[src/rtl/serial_sub_pkg.sv]
// Shared state encoding and default width for the bit-serial subtractor.
package serial_sub_pkg;

  typedef enum logic [1:0] {
    IDLE  = 2'd0,
    SHIFT = 2'd1,
    DONE  = 2'd2
  } state_t;

  localparam int SUB_WIDTH_DEF = 8;

endpackage

[src/rtl/full_subtractor.sv]
// Combinational one-bit full subtractor: d = x - y - bin, bout on underflow.
// Zero latency; no flow control.
module full_subtractor (
  input  logic x,
  input  logic y,
  input  logic bin,
  output logic d,
  output logic bout
);

  assign d    = x ^ y ^ bin;
  assign bout = (~x & y) | (~(x ^ y) & bin);

endmodule

[src/rtl/serial_subtractor.sv]
// Bit-serial a-b, LSB first; done after WIDTH+1 cycles, start ignored while busy.
// SERIAL_SUB_OVERFLOW_EN adds the signed overflow flag (ovf tied to 0 otherwise).
module serial_subtractor
  import serial_sub_pkg::*;
#(
  parameter int WIDTH = SUB_WIDTH_DEF
) (
  input  logic             clk,
  input  logic             rst,
  input  logic             start,
  input  logic [WIDTH-1:0] a,
  input  logic [WIDTH-1:0] b,
  output logic             busy,
  output logic             done,
  output logic [WIDTH-1:0] diff,
  output logic             borrow,
  output logic             ovf
);

  localparam int CNT_W = $clog2(WIDTH);
  localparam logic [CNT_W-1:0] CNT_LAST = CNT_W'(WIDTH - 1);

  state_t state, state_nxt;
  logic load, step, last;

  logic [WIDTH-1:0] ra, rb;
  logic [WIDTH-2:0] res;
  logic [WIDTH-1:0] res_nxt;
  logic [CNT_W-1:0] cnt;
  logic bin, d, bout;

  full_subtractor u_cell (
    .x    (ra[0]),
    .y    (rb[0]),
    .bin  (bin),
    .d    (d),
    .bout (bout)
  );

  // res holds the WIDTH-1 bits already produced; the final bit joins on the way to diff
  assign res_nxt = {d, res};

  always_ff @(posedge clk or posedge rst) begin
    if (rst) state <= IDLE;
    else     state <= state_nxt;
  end

  always_comb begin
    state_nxt = state;
    load      = 1'b0;
    step      = 1'b0;
    last      = 1'b0;
    case (state)
      IDLE: begin
        if (start) begin
          load      = 1'b1;
          state_nxt = SHIFT;
        end
      end
      SHIFT: begin
        step = 1'b1;
        if (cnt == CNT_LAST) begin
          last      = 1'b1;
          state_nxt = DONE;
        end
      end
      DONE:    state_nxt = IDLE;
      default: state_nxt = IDLE;
    endcase
  end

  assign busy = (state != IDLE);
  assign done = (state == DONE);

  always_ff @(posedge clk or posedge rst) begin
    if (rst) begin
      ra     <= '0;
      rb     <= '0;
      res    <= '0;
      cnt    <= '0;
      bin    <= 1'b0;
      diff   <= '0;
      borrow <= 1'b0;
    end else if (load) begin
      ra  <= a;
      rb  <= b;
      res <= '0;
      cnt <= '0;
      bin <= 1'b0;
    end else if (step) begin
      ra  <= ra >> 1;
      rb  <= rb >> 1;
      res <= res_nxt[WIDTH-1:1];
      bin <= bout;
      // hold on the final bit so cnt never wraps for power-of-two widths
      if (!last) cnt <= cnt + 1'b1;
      if (last) begin
        diff   <= res_nxt;
        borrow <= bout;
      end
    end
  end

`ifdef SERIAL_SUB_OVERFLOW_EN
  logic a_msb, b_msb;

  always_ff @(posedge clk or posedge rst) begin
    if (rst) begin
      a_msb <= 1'b0;
      b_msb <= 1'b0;
      ovf   <= 1'b0;
    end else if (load) begin
      a_msb <= a[WIDTH-1];
      b_msb <= b[WIDTH-1];
    end else if (last) begin
      // d is the result MSB on the final step
      ovf <= (a_msb ^ b_msb) & (d ^ a_msb);
    end
  end
`else
  assign ovf = 1'b0;
`endif

endmodule
[config.mk]
export PLATFORM = sky130hd
export DESIGN_NAME = serial_subtractor
export DESIGN_NICKNAME = d
export VERILOG_FILES = /design/src/rtl/serial_sub_pkg.sv /design/src/rtl/full_subtractor.sv /design/src/rtl/serial_subtractor.sv
export SDC_FILE = /design/constraint.sdc
export NUM_CORES = 1
export LEC_CHECK = 0
export ABC_AREA = 0
export ABC_CLOCK_PERIOD_IN_PS = 3400
export CORE_MARGIN = 2
export CORE_UTILIZATION = 45
export CTS_CLUSTER_SIZE = 24
export DETAILED_ROUTE_END_ITERATION = 10
export PLACE_DENSITY = 0.76
export SETUP_SLACK_MARGIN = 0.4
export SYNTH_ARGS = -nofsm -noshare
export SYNTH_HDL_FRONTEND = slang
export SYNTH_SLANG_ARGS = --single-unit
[constraint.sdc]
create_clock -name clk -period 3.4 [get_ports clk]
set_input_delay 1.02 -clock clk [delete_from_list [all_inputs] [get_ports clk]]
set_output_delay 1.02 -clock clk [all_outputs]
set_load 0.005 [all_outputs]
**Yosys cells after proc, flatten, opt, wreduce, memory -nomap -nowiden**

Index checks and enable logic that the tools add are counted.

- Flip-flop bits (word level): 38
- Input port bits: 19
- Output and inout bits: 12
- Logic and storage cells: 48

- Add/sub/neg operators: 1
- Equal/unequal tests: 6
- Mux-type cells: 19
- Bitwise operators: 8
- Reductions and logical operators: 6

Operator list:

| kind | count |
|---|---|
| 2-to-1 mux 8 bit | 4 |
| 2-to-1 mux 7 bit | 2 |
| 2-to-1 mux 3 bit | 3 |
| 2-to-1 mux 1 bit | 7 |
| inequality test 2 bit (second input constant) | 3 |
| 2-to-1 mux 2 bit | 2 |
| case mux 2 bit (2 select lines) | 1 |
| AND reduction 2 bit | 2 |
| nonzero test 2 bit | 2 |
| adder 3 x 1 -> 3 bit (second input constant) | 1 |
| == test 3 bit (second input constant) | 1 |
| NOT 1 bit | 3 |
| AND reduction 3 bit | 1 |
| AND 1 bit | 2 |
| == test 2 x 1 -> 1 bit (second input constant) | 1 |
| == test 2 bit (second input constant) | 1 |
| zero test 2 bit | 1 |
| XOR 1 bit | 2 |
| bitwise OR 1 bit | 1 |

**Longest topological paths before layout**

Gate-level depths: netlist of the first run.

- Word-level depth: 6
- Depth in mapped cells: 5
- Mapped depth without buffers: 4

**Hierarchy**

A second synthesis of the first run with hierarchy kept.

- Cells, all modules: 148
- Area, all modules: 1,732.9 um^2

By module, submodules not included:

| module | times used | cells each | area an instance (um^2) | sequential area each (um^2) |
|---|---|---|---|---|
| serial_subtractor | 1 | 144 | 1,701.6 | 950.9 |
| full_subtractor | 1 | 4 | 31.3 | 0.0 |

**Least setup slack after synthesis of the first run**

No wires, ideal clock.

- Path kind: register -> output
- From: register state[0]
- To: output busy
- Arrival: 1.086 ns
- Required time: 2.380 ns
- Slack: 1.294 ns
- Cell stages (with the launch flop): 5
- Buffers on the path: 3
- Path through: dfrtp_1 buf_4 buf_2 buf_4 or2_2

- Longest elaborated chain between the ends: 1

Ends and longest elaborated chain:

| what | RTL line | RTL |
|---|---|---|
| from (decl) | serial_subtractor.sv:23 | `state_t state, state_nxt;` |
| from (signal assigned) | serial_subtractor.sv:45 | `else state <= state_nxt;` |
| nonzero test 2 bit | serial_subtractor.sv:72 | `assign busy = (state != IDLE);` |
| to (decl) | serial_subtractor.sv:13 | `output logic busy,` |

No other way between the ends.

**Final worst setup path of the first run**

Ends and elaborated chain as after synthesis.

==> metrics.cfg, run 1 <==
[synthesis]
netlist_area_mm2=0.00189
async_reset_ff_share_pct=100
ys_ff_latch=38
synth_top_area_share_pct=50.2
yosysTopAreaCell=dfrtp_1
synth-adder-area-share_pct=2.38
synth_edf_count=0
synthTopCellsByArea=dfrtp_1 (50%), a221oi_2 (8.7%), nor3b_1 (6.3%), mux2_4 (5.5%), a22o_1 (3.7%)
synthSimpleGateAreaFrac_pct=14.7
synth_cells=154
synth_top_family_by_area=compound AO/OA/AOI/OAI gates
yosysWarnings=0
ys_types=27
synth_fp_nets=176
yosysSeqAreaShare_pct=50.2
synthTopCellsByCount=dfrtp_1 (38), inv_1 (18), nor3b_1 (16)
synth.most_common_cell=dfrtp_1
synth_compound_area_share_pct=17.4
ys.flop_type=dfrtp_1
syn_avg_cell_area_um2=12.3
yosys.area_share.xor_xnor_pct=0
synth_mux_area_share_pct=6.74

[routing]
vias=1281
drt_iter0_drc=44
ant_nets=0
drt-wirelength-per-cell_um=14.6
via_per_inst=5.52
dr.pass1.iters=4
routed_wl_um=3380
route.detailed.drc=0

[grt]
grt_use_met2_pct=27.9
antenna_found_initial=0
grt_max_degree=43
grt_use_met3_pct=3.90
globalRouteMet1Util_pct=19.0
grt_use_total_pct=16.2
grt.overflow.total=0
grt_pass1_vias=1204
busiest_layer=met2
grt_first_pass_wirelength_um=5580

[timing]
relSlewSlack_pct=48.8
worstMarginPinSlew_ps=765
grt_setup_unrepaired=no
tns_ps=0
final_max_slew_viol_count=0
period_share_pct=72.6
clock_skew_ps=7.73
hold_viol=0
period_needed_ps=2470
finalSetupViolations=0
fin_hold_ws_ps=493
max_clock_freq_ghz=0.405

[die]
initial_core_util_pct=47.0
core_mm2=0.00403
io_pins=31
fp.dieArea_mm2=0.00474
fp.dieW_um=68.9
rows=23
chipHeight_um=68.9

[status]
status=finished, final reports clean

[power_and_ir_drop]
power.total_mw=1.99
ir_worst_vdd_mv=0.387
p_leak_nw=1.09
pwr-share-clk_pct=18.9
p_int_mw=1.35
power.density_mw_per_mm2=870
switching_share_pct=32.4
pwr-share-seq_pct=39.2
net-switching-power_mw=0.647
p_comb_share_pct=41.8

[cts]
cts.sinks=38
numCtsBuffers=5
clk_pin_slew_ps=80
cts_tree=built
htree_levels=2
clock_latency_ps=290
cts_max_path_buffers=2
cts_resized=0
cts_hold_buf=0
post-cts-setup-buffers=0
cts_root_buf=clkbuf_8

[worst_hold_path]
hold_class=reg2reg

[cells_and_area]
area_growth_syn_to_layout_pct=21.1
fin_util_pct=56.9
final_layout_size_suffix_gt1_share_pct=18.7
fin_nets=203
n_antenna_cell=0

[critical_path]
worst-setup-path-type=reg2out
arrival_ps=1450
cp_max_fo=3
start_kind=flop
cp.required_ps=2380
end_kind=output port

[placed_design]
dpl.hpwl_um=2270
place_congestion=0.706
port_buffers=29

[job]
drv_cap=0

==> area by class of cell <==
cell class / count / area, um2
Clock buffer: 5 / 68.8
Clock inverter: 3 / 40.0
Fill cell: 338 / 1740
Inverter: 18 / 67.6
Multi-Input combinational cell: 85 / 783
Sequential cell: 38 / 951
Tap cell: 50 / 62.6
Timing Repair Buffer: 33 / 320
==> power by group through the flow <==
| stage | Clock, mW | Combinational (mW) | Sequential (mW) |
|---|---|---|---|
| 3_3_place_gp | 0 | 0.806 | 0.775 |
| 3_5_place_dp | 0 | 0.847 | 0.791 |
| 4_1_cts | 0.386 | 0.849 | 0.782 |
| 5_1_grt | 0.409 | 0.932 | 0.808 |
| 6_report | 0.378 | 0.834 | 0.783 |
| 2_1_floorplan | 0 | 0.653 | 0.762 |
==> critical path, cell delays in order, from the launching register on <==
cell	delay (ps)
dfrtp_1	410
or2_2	300
clkdlybuf4s50_1	440
==> metrics by stage <==
| step | std cells | setup WS, ps | area, um2 |
|---|---|---|---|
| after floorplan | 154 | 1290 | 1890 |
| after global placement | 224 | 887 | 2180 |
| after detailed placement | 224 | 813 | 2180 |
| after CTS | 232 | 914 | 2290 |
| after global routing | 232 | 883 | 2290 |
| final | 232 | 931 | 2290 |
==> flip-flops by register name, summed over array words and instances (netlist names) <==
register / cells
borrow: 1
state: 2
ra: 8
diff: 8
cnt: 3
rb: 8
bin: 1
res: 7
==> cells in the final DEF, fill, tap and decap left out <==
| master | instances |
|---|---|
| clkbuf_8 | 5 |
| nor3b_1 | 16 |
| a211o_1 | 5 |
| nor2b_1 | 2 |
| or2_2 | 1 |
| buf_4 | 4 |
| nand3b_1 | 1 |
| and3_1 | 3 |
| mux2_4 | 7 |
| o21bai_4 | 1 |
| bufinv_16 | 1 |
| nor2b_2 | 1 |
| conb_1 | 1 |
| fa_1 | 1 |
| mux2_1 | 2 |
| nor2_1 | 14 |
| dfrtp_1 | 38 |
| clkdlybuf4s50_1 | 29 |
| a221oi_2 | 11 |
| ha_1 | 2 |
| nor4b_1 | 1 |
| a221oi_1 | 3 |
| and4bb_2 | 1 |
| a21oi_1 | 1 |
| clkinv_2 | 2 |
| inv_1 | 18 |
| a22o_1 | 8 |
| nor4bb_1 | 3 |
==> cell families (layout without fill, tap and decap cells) <==
group | count (synthesis) | after routing
and+or+nand+nor | 43 | 43
DFF | 38 | 38
buffers and inverters | 31 | 59
AOI/OAI and AO/OA | 29 | 29
muxes | 9 | 9
adders and majority gates | 3 | 3
other | 1 | 1
==> final timing paths <==
path | cells past startpoint | from | slack (ps) | endpoint
worst max register to register | 4 | cnt[0] | 1460 | diff[0]
worst min-delay path | 1 | diff[0] | 490 | diff[0]
max in group asynchronous | 3 | rst | 1940 | rb[4]
min in group asynchronous | 3 | rst | 1130 | borrow
worst max-delay path | 2 | state[0] | 930 | busy
worst min register to register | 1 | diff[0] | 490 | diff[0]
==> routing by layer <==
| metal | part of all wire (%) | vias to the layer above |
|---|---|---|
| met5 | 0 | - |
| met4 | 0.62 | 0 |
| met3 | 3.7 | 4 |
| met2 | 51 | 26 |
| met1 | 45 | 650 |
| li1 | - | 601 |
Note: power is estimated with default switching activity, not from simulation.
==> run 2, diff against run 1 <==
--- a/config.mk
+++ b/config.mk
@@ -6,7 +6,7 @@
 export NUM_CORES = 1
 export LEC_CHECK = 0
 export ABC_AREA = 0
-export ABC_CLOCK_PERIOD_IN_PS = 3400
+export ABC_CLOCK_PERIOD_IN_PS = 2300
 export CORE_MARGIN = 2
 export CORE_UTILIZATION = 45
 export CTS_CLUSTER_SIZE = 24
==> constraint.sdc (replaced) <==
create_clock -name clk -period 2.3 [get_ports clk]
set_input_delay 0.69 -clock clk [delete_from_list [all_inputs] [get_ports clk]]
set_output_delay 0.69 -clock clk [all_outputs]
set_load 0.005 [all_outputs]
==> run 2 against run 1 <==
Critical path type unchanged; non-clock buffer count increased by 6; combinational power increased by 52%; via count unchanged; highest routed layer unchanged; final area increased by 2.1%; critical endpoint is now diff[7]; setup slack worse by 490 ps; largest cell class unchanged; clock power is 54% higher.
==> metrics.cfg, run 2 (synthesized netlist as in run 1, its figures left out) <==
[status]
status=finished, final reports clean

[critical_path]
worst_path_largest_cell_delay_ps=500  ; +60 ps
cp.required_ps=1610  ; -770 ps
path_buf_inv=1  ; unchanged
critPathSlowestCell=clkdlybuf4s50_1
crit_chain=clkdlybuf4s50_1
arrival_ps=1170  ; -280 ps
worst-setup-path-type=reg2out
cp_max_fo=2  ; -1
end_kind=output port
start_kind=flop
cpLargestDelayFamily=buffers and inverters

[timing]
fin_hold_ws_ps=493  ; -0.134 ps
final_max_slew_viol_count=0  ; unchanged
grt_setup_unrepaired=no
worstMarginPinSlew_ps=499  ; -266 ps
period_needed_ps=1860
hold_viol=0  ; unchanged
clock_skew_ps=7.60  ; -0.132 ps
finalSetupViolations=0  ; unchanged
relSlewSlack_pct=66.7  ; +18 points
max_clock_freq_ghz=0.539
tns_ps=0  ; unchanged
period_share_pct=80.7

[die]
fp.dieArea_mm2=0.00474  ; unchanged
initial_core_util_pct=47.0  ; unchanged
core_mm2=0.00403  ; unchanged
chipHeight_um=68.9  ; unchanged
io_pins=31  ; unchanged
rows=23  ; unchanged
fp.dieW_um=68.9  ; unchanged

[worst_hold_path]
hold_class=reg2reg

[cts]
htree_levels=2  ; unchanged
cts_max_path_buffers=2  ; unchanged
numCtsBuffers=5  ; unchanged
cts_root_buf=clkbuf_8
cts.sinks=38  ; unchanged
cts_hold_buf=0  ; unchanged
clk_pin_slew_ps=80  ; about the same
cts_tree=built
clock_latency_ps=300  ; about the same

[routing]
drt-wirelength-per-cell_um=15.0  ; +2.8%
drt_iter0_drc=38  ; -14%
ant_nets=0  ; unchanged
route.detailed.drc=0  ; unchanged
via_per_inst=5.38  ; -2.5%
routed_wl_um=3570  ; +5.5%
vias=1281  ; unchanged
dr.pass1.iters=4  ; unchanged

[cells_and_area]
final_common_cell=dfrtp_1
fin_cells=238  ; +2.6%
fin_util_pct=58.1  ; +1.2 points
final_layout_size_suffix_gt1_share_pct=21.8  ; +3.1 points
fin_nets=209  ; +3.0%
top_regs=diff: 8 flops, ra: 8 flops, rb: 8 flops
fillCellCount=335  ; -0.89%
n_antenna_cell=0  ; unchanged
area_growth_syn_to_layout_pct=23.6
layout_common_cells=dfrtp_1 (38), clkdlybuf4s50_1 (25), inv_1 (18)

[placed_design]
dpl.hpwl_um=2430  ; +6.8%
dp_cells=229  ; +2.2%
place_congestion=0.722  ; +2.3%
port_buffers=29  ; unchanged

[grt]
grt_use_total_pct=17.2  ; +1.1 points
grt_pass1_vias=1326  ; +10%
grt_max_degree=43  ; unchanged
grt_first_pass_wirelength_um=5850  ; +5.0%
antenna_found_initial=0  ; unchanged
grt.overflow.total=0  ; unchanged

[job]
drv_cap=0  ; unchanged

[power_and_ir_drop]
power.total_mw=3.01  ; +51%
power.density_mw_per_mm2=1290  ; +48%
ir_worst_vdd_mv=0.582  ; +51%
p_leak_nw=1.14  ; +5.1%

## run 2: cell types whose count changed in the layout (fill, tap and decap cells not counted), sizes merged
cell	delta
buf	+6
clkdlybuf4s50	-4
clkinv	-2
clkinvlp	+2
dlymetal6s2s	+2
clkbuf	+1
dlygate4sd2	+1
## run 2: final timing paths
| check | slack, ps | cells after the start | to | start |
|---|---|---|---|---|
| setup reg to reg | 640 | 5 | borrow | cnt[0] |
| hold reg to reg | 490 | 1 | diff[0] | diff[0] |
| hold / removal | 490 | 1 | diff[0] | diff[0] |
| max in group asynchronous | 1160 | 3 | cnt[1] | rst |
| min in group asynchronous | 790 | 3 | diff[3] | rst |
| setup / recovery | 440 | 1 | diff[7] | diff[7] |
## run 2: per-layer routing
metal / vias up / global-route usage (%) / part of all wire (%)
met5: - / 0 / 0
met2: 29 / 30.4 / 50
li1: 611 / - / -
met1: 634 / 19.1 / 44
met4: 0 / 6.62 / 1.8
met3: 7 / 5.84 / 4.6
## run 2: cell type report
class                   instances  area (um2)  area share [%]
well taps                      50        62.6            2.67
inverters                      18        67.6            2.88
repair buffers                 39         364            15.5
clock buffers                   5        68.8            2.94
multi-input cells              85         783            33.4
flip-flops and latches         38         951            40.6
clock inverters                 3        45.0            1.92
## run 2: timing repair
item | 4_1_cts | 5_1_grt
endpoints found under the setup margin | 2 | 3
setup buffers | 1 | 0
pin swaps | 0 | 0
gates resized for setup | 2 | 4
## run 2: worst reg2reg max path: cells and delay by family (launching register included)
family                     cells  cell delay, ps
buffers and inverters          1             210
and+or+nand+nor                1             110
muxes                          1             340
adders and majority gates      2             480
DFF                            1             420
## run 2: stage by stage
| stage | instance area, um2 | setup slack (ps) |
|---|---|---|
| 6_report | 2340 | 444 |
| 5_1_grt | 2340 | 400 |
| 3_3_place_gp | 2220 | 307 |
| 3_5_place_dp | 2220 | 231 |
| 2_1_floorplan | 1890 | 524 |
| 4_1_cts | 2340 | 321 |
## run 2: power breakdown
group	internal (mW)	switching, mW
clock network	0.323	0.258
logic	0.722	0.549
registers	0.970	0.188
==> patch 1 (config.mk and constraints of run 2) <==
Encoding of `state_t`: now one-hot (3 bits for 3 states).
--- a/src/rtl/serial_sub_pkg.sv
+++ b/src/rtl/serial_sub_pkg.sv
@@ -1,10 +1,10 @@
 // Shared state encoding and default width for the bit-serial subtractor.
 package serial_sub_pkg;
 
-  typedef enum logic [1:0] {
-    IDLE  = 2'd0,
-    SHIFT = 2'd1,
-    DONE  = 2'd2
+  typedef enum logic [2:0] {
+    IDLE  = 3'b001,
+    SHIFT = 3'b010,
+    DONE  = 3'b100
   } state_t;
 
   localparam int SUB_WIDTH_DEF = 8;
Function: same outputs for any inputs over 10 cycles, from zero or initial values and one cycle with rst high; not proved beyond that.
==> patch 1 against run 2 <==
Synthesized area down 11%. Design area fell by 6.6%. Core utilization is 2.1 points higher. Sequential cell count is 1 higher. Count of clock-buffer cells in the layout rose by 1. Setup slack better by 0.014 ns. Largest power group is now sequential cells. Critical path type unchanged. Non-clock buffer count up 1. Routed wire length fell by 12%. Cell count is 4.6% higher. Synthesized cell count grew 5.8%. Power down 21%. Hold slack improved by 0.0091 ns.
==> patch 1: results (changes against run 2) <==
* Final GP Congestion at 0.739 (+2.3%)
* Ant. Diodes at 0 (unchanged)
* Post-synth cell types at 22 (-19%)
* Top_reg_cell synth: dfrtp_1
* Post-synthesis mux area share at 6.04% (-0.69 points)
* Sequential-to-total area share from yosys stat at 58.3% (+8.1 points)
* Fin nets at 222 (+6.2%)
* Clock root cell: clkbuf_8
* Post-Synth XOR/XNOR Area at 0% (unchanged)
* IO Port Bufs at 29 (unchanged)
* Top Registers: diff (8), ra (8), rb (8)
* Clock Tree Buf Depth at 2 (unchanged)
* Share of layout cells above drive strength 1 at 18.4% (-3.4 points)
* CP Data Arrival Time at 1.15 ns (-0.02 ns)
* Global Route Usage Sum at 17.3% (+0.080 points)
* Syn nets at 185 (+5.1%)
* Drt initial violations at 62 (+63%)
* Vias per cell at 5.08 (-5.7%)
* Total CTS buffers at 5 (unchanged)
* Worst-path maximum fanout at 3 (+1)
* Slew @ Worst Pin at 0.696 ns (+0.197 ns)
* Synth Area in Adders at 2.69% (+0.31 points)
* Synth Warn # at 0 (unchanged)
* Worst-path clk slew at 0.07 ns
* Largest net degree at the start of global routing at 40 (-7.0%)
* Clock skew at 0.00359 ns (-0.00401 ns)
* Peak supply drop at 0.631 mV (+8.3%)
* Initial antenna violation count at 0 (unchanged)
* First-pass GRT wire length at 5580 um (-4.6%)
* Synth Area in Compound Gates at 13.3% (-4.1 points)
* Top cells by area, synth: dfrtp_1 57%, a21oi_1 10%, nand2_1 6.7%
* Vias in the first global route at 1345 (+1.4%)
* LEAKAGE at 1.03 nW (-10%)
* Fill count at 337 (+0.60%)
* Top cells by count, synth: 38 x dfrtp_1, 35 x a21oi_1, 30 x nand2_1
* H-tree depth at 2 (unchanged)
* Status: finished, final reports clean
* Half-perimeter wire length after placement at 2170 um (-10%)
* Post-route setup TNS at 0 ns (unchanged)
* Post-synth ARST share at 100% (unchanged)
* Worst Hold Class: reg -> reg
* Drt pass-1 iters at 4 (unchanged)
* Worst-Skew Late Latency at a little under 0.3 ns
* Area after DPL at 0.00202 mm2 (-9.3%)
* DR WL/cell at 12.7 um (-15%)
patch 1: through the flow:
stage | hold slack (ns) | util (%) | total power, W | worst slack [ns] | instances
finish | 0.502 | 60.2 | 0.00238 | 0.458 | 249
global route | 0.532 | 60.2 | 0.00256 | 0.406 | 249
CTS | 0.502 | 60.0 | 0.00240 | 0.301 | 249
detailed placement | 0.485 | 55.5 | 0.00176 | 0.345 | 235
global placement | 0.478 | 55.5 | 0.00171 | 0.380 | 235
floorplan | 0.466 | - | 0.00153 | 0.722 | 163
patch 1: cell families (layout without fill, tap and decap cells):
| family | count (synthesis) | in the layout |
|---|---|---|
| AO/OA/AOI/OAI | 41 | 41 |
| other | 1 | 1 |
| multiplexers | 9 | 9 |
| buffers and inverters | 15 | 53 |
| adder cells (fa/ha/maj) | 3 | 3 |
| AND/OR/NAND/NOR | 55 | 55 |
| flip-flops | 39 | 39 |
patch 1: what timing repair did:
| item | 4_1_cts | 5_1_grt |
|---|---|---|
| setup endpoints to repair | 2 | 9 |
| buffers inserted | 6 | 0 |
| gates resized for setup | 5 | 4 |
patch 1: metal layers:
| layer | vias up | GRT usage, % | share of wire [%] |
|---|---|---|---|
| met5 | - | 0 | 0 |
| met4 | 0 | 5.73 | 1.4 |
| met3 | 5 | 5.38 | 4.8 |
| met2 | 27 | 32.6 | 53 |
| met1 | 618 | 18.1 | 41 |
| li1 | 614 | - | - |
patch 1: layout make-up:
type | count | area (um2) | share of cell area (%)
Sequential cell | 39 | 980 | 44.8
Inverter | 5 | 18.8 | 0.858
Clock buffer | 6 | 82.6 | 3.78
Timing Repair Buffer | 40 | 367 | 16.8
Multi-Input combinational cell | 109 | 644 | 29.5
Tap cell | 48 | 60.1 | 2.75
Clock inverter | 2 | 35.0 | 1.60
patch 1: final timing paths:
| check | start | to | slack, ns | cells after the start |
|---|---|---|---|---|
| worst max-delay path | state[1]$_DFFE_PP0P_ | done | 0.46 | 3 |
| worst min-delay path | borrow$_DFFE_PP0P_ | borrow$_DFFE_PP0P_ | 0.50 | 2 |
| worst max register to register | state[2]$_DFFE_PP0P_ | ra[5]$_DFFE_PP0P_ | 0.52 | 5 |
| worst min register to register | borrow$_DFFE_PP0P_ | borrow$_DFFE_PP0P_ | 0.50 | 2 |
| max in group asynchronous | rst | state[0]$_DFFE_PP1P_ | 1.14 | 3 |
| min in group asynchronous | rst | diff[4]$_DFFE_PP0P_ | 0.80 | 3 |
patch 1: worst max-delay path, cell delays in order (launching register included):
cell and delay (ns):
dfrtp_2 0.42, buf_4 0.14, nor3b_2 0.16, clkbuf_2 0.13
patch 1: power breakdown:
part           switching (W)  internal (W)  total [W]
sequential          0.000112      0.000891    0.00100
combinational       0.000437      0.000362   0.000799
clock               0.000232      0.000351   0.000582
total               0.000780       0.00160    0.00238
==> patch 2 (settings of run 2) <==
Without the edit above. Set the package constant `SUB_WIDTH_DEF` to 16 (it was 8).
--- a/src/rtl/serial_sub_pkg.sv
+++ b/src/rtl/serial_sub_pkg.sv
@@ -7,7 +7,7 @@
     DONE  = 2'd2
   } state_t;
 
-  localparam int SUB_WIDTH_DEF = 8;
+  localparam int SUB_WIDTH_DEF = 16;
 
 endpackage
 
Interface: changed (resized a, b and diff); port bits go from 31 to 55. No check against the original RTL was run, so the function may have changed too.
==> patch 2 against run 2 <==
Core utilization up 1.5 points. Highest routed layer unchanged. Clock power increased by 110%. Count of clock-buffer cells in the layout is 5 higher. Setup slack worse by 0.020 ns. Design area grew 70%. Power is 58% higher. Global-route usage fell by 0.35 points. Largest cell class unchanged. Routed wire length is 65% higher. First-iteration DRC count rose to 3.7 times the old value. Sequential cell count grew 33. Maximum frequency fell by 1.0%. Cell count rose by 68%. Synthesized area is 61% higher. Clock skew decreased by 0.00084 ns.
==> patch 2: results (changes against run 2) <==
* Status: finished, final reports clean
* Syn nets at 292 (+66%)
* DRT Wirelength at 5890 um (+65%)
* GR Util met1 at 22.5% (+3.4 points)
* Top Registers: diff (16), ra (16), rb (16)
* Fin nets at 352 (+68%)
* Dpl ws at 0.236 ns (+0.00550 ns)
* Drt initial violations at 142 (+270%)
* Vias per cell at 5.45 (+1.3%)
* Global Route Usage Sum at 16.9% (-0.35 points)
* Worst-Skew Late Latency at 0.33 ns (+0.03 ns)
* Post-synth cell types at 33 (+22%)
* Worst-path maximum fanout at 3 (+1)
* WL met1 at 2700 um (+72%)
* Routed wl met3 at 261 um (+60%)
* Grt met3 use at 4.19% (-1.7 points)
* Top cells by count, synth: 71 x dfrtp_1, 34 x nand2_1, 32 x o21ai_0
* Fin crit share at 81.5% (+0.85 points)
* Slowest cell on crit path: dfrtp_1
* H-tree depth at 3 (+1)
* Fill count at 538 (+61%)
* R2r startpoint: state[0]$_DFFE_PP0P_
* Clock skew at 0.00676 ns (-0.000843 ns)
* Largest net degree at the start of global routing at 72 (+67%)
* PostCTS Resize Cnt at 4 (+2)
* Half-perimeter wire length after placement at 3720 um (+53%)
* WL met2 at 2840 um (+60%)
* Top cells by area, synth: dfrtp_1 58%, a22oi_1 7.4%, o21ai_0 5.2%
* Mean post-synth cell area at 12.0 um2 (-2.6%)
* Worst Reg-to-Reg Cells at 4 (-1)
* Share of layout cells above drive strength 1 at 17.8% (-4.0 points)
* Placed insts at 375 (+64%)
* Area after DPL at 0.00364 mm2 (+64%)
* Total CTS buffers at 9 (+4)
* First-pass GRT wire length at 10100 um (+72%)
* CP max stage delay at 0.41 ns (-0.09 ns)
* Setup crit start: state[1]$_DFFE_PP0P_
* Final GP Congestion at 0.746 (+3.3%)
* Sequential-to-total area share from yosys stat at 58.1% (+8.0 points)
* Peak supply drop at 0.457 mV (-21%)
* Vias in the first global route at 2137 (+61%)
* Fin area at 0.00398 mm2 (+70%)
* LEAKAGE at 1.91 nW (+67%)
* Cell family with most CP delay: flip-flops
-- patch 2: logic make-up (layout without fill, tap and decap cells) --
logic type                 Yosys count  in the layout  share of synthesized area, %
AOI/OAI and AO/OA                   85             85                          19.3
DFF                                 71             71                          58.1
and+or+nand+nor                     55             55                          9.30
buffers and inverters               25             90                          5.04
muxes                               16             16                          7.00
adders and majority gates            2              2                          1.06
other                                1              1                         0.123
-- patch 2: how the worst min path moves through the flow --
stage / from / end / slack (ns) / depth (start not counted)
2_1_floorplan: bin$_DFFE_PP0P_ / bin$_DFFE_PP0P_ / 0.45 / 2
3_3_place_gp: rb[8]$_DFFE_PP0P_ / rb[8]$_DFFE_PP0P_ / 0.46 / 2
3_5_place_dp: rb[3]$_DFFE_PP0P_ / rb[3]$_DFFE_PP0P_ / 0.47 / 2
4_1_cts: rb[3]$_DFFE_PP0P_ / rb[3]$_DFFE_PP0P_ / 0.49 / 2
5_1_grt: ra[2]$_DFFE_PP0P_ / ra[2]$_DFFE_PP0P_ / 0.50 / 2
6_report: rb[0]$_DFFE_PP0P_ / rb[0]$_DFFE_PP0P_ / 0.49 / 2
-- patch 2: tightest hold or removal path: stages, from the launching register on --
cell	delay, ns
dfrtp_1	0.35
nand2_1	0.05
o21ai_0	0.06
-- patch 2: report_power, final --
group	internal [W]	leakage, nW	switching, W
clock network	0.000746	0.122	0.000454
logic	0.000887	0.868	0.000640
registers	0.00173	0.924	0.000312
total	0.00336	1.91	0.00141
-- patch 2: cell type report --
cell class	instances	share of cell area (%)
inverters	4	0.471
clock inverters	6	2.70
multi-input cells	159	28.4
flip-flops and latches	71	44.6
clock buffers	10	3.46
well taps	80	2.51
repair buffers	70	17.9
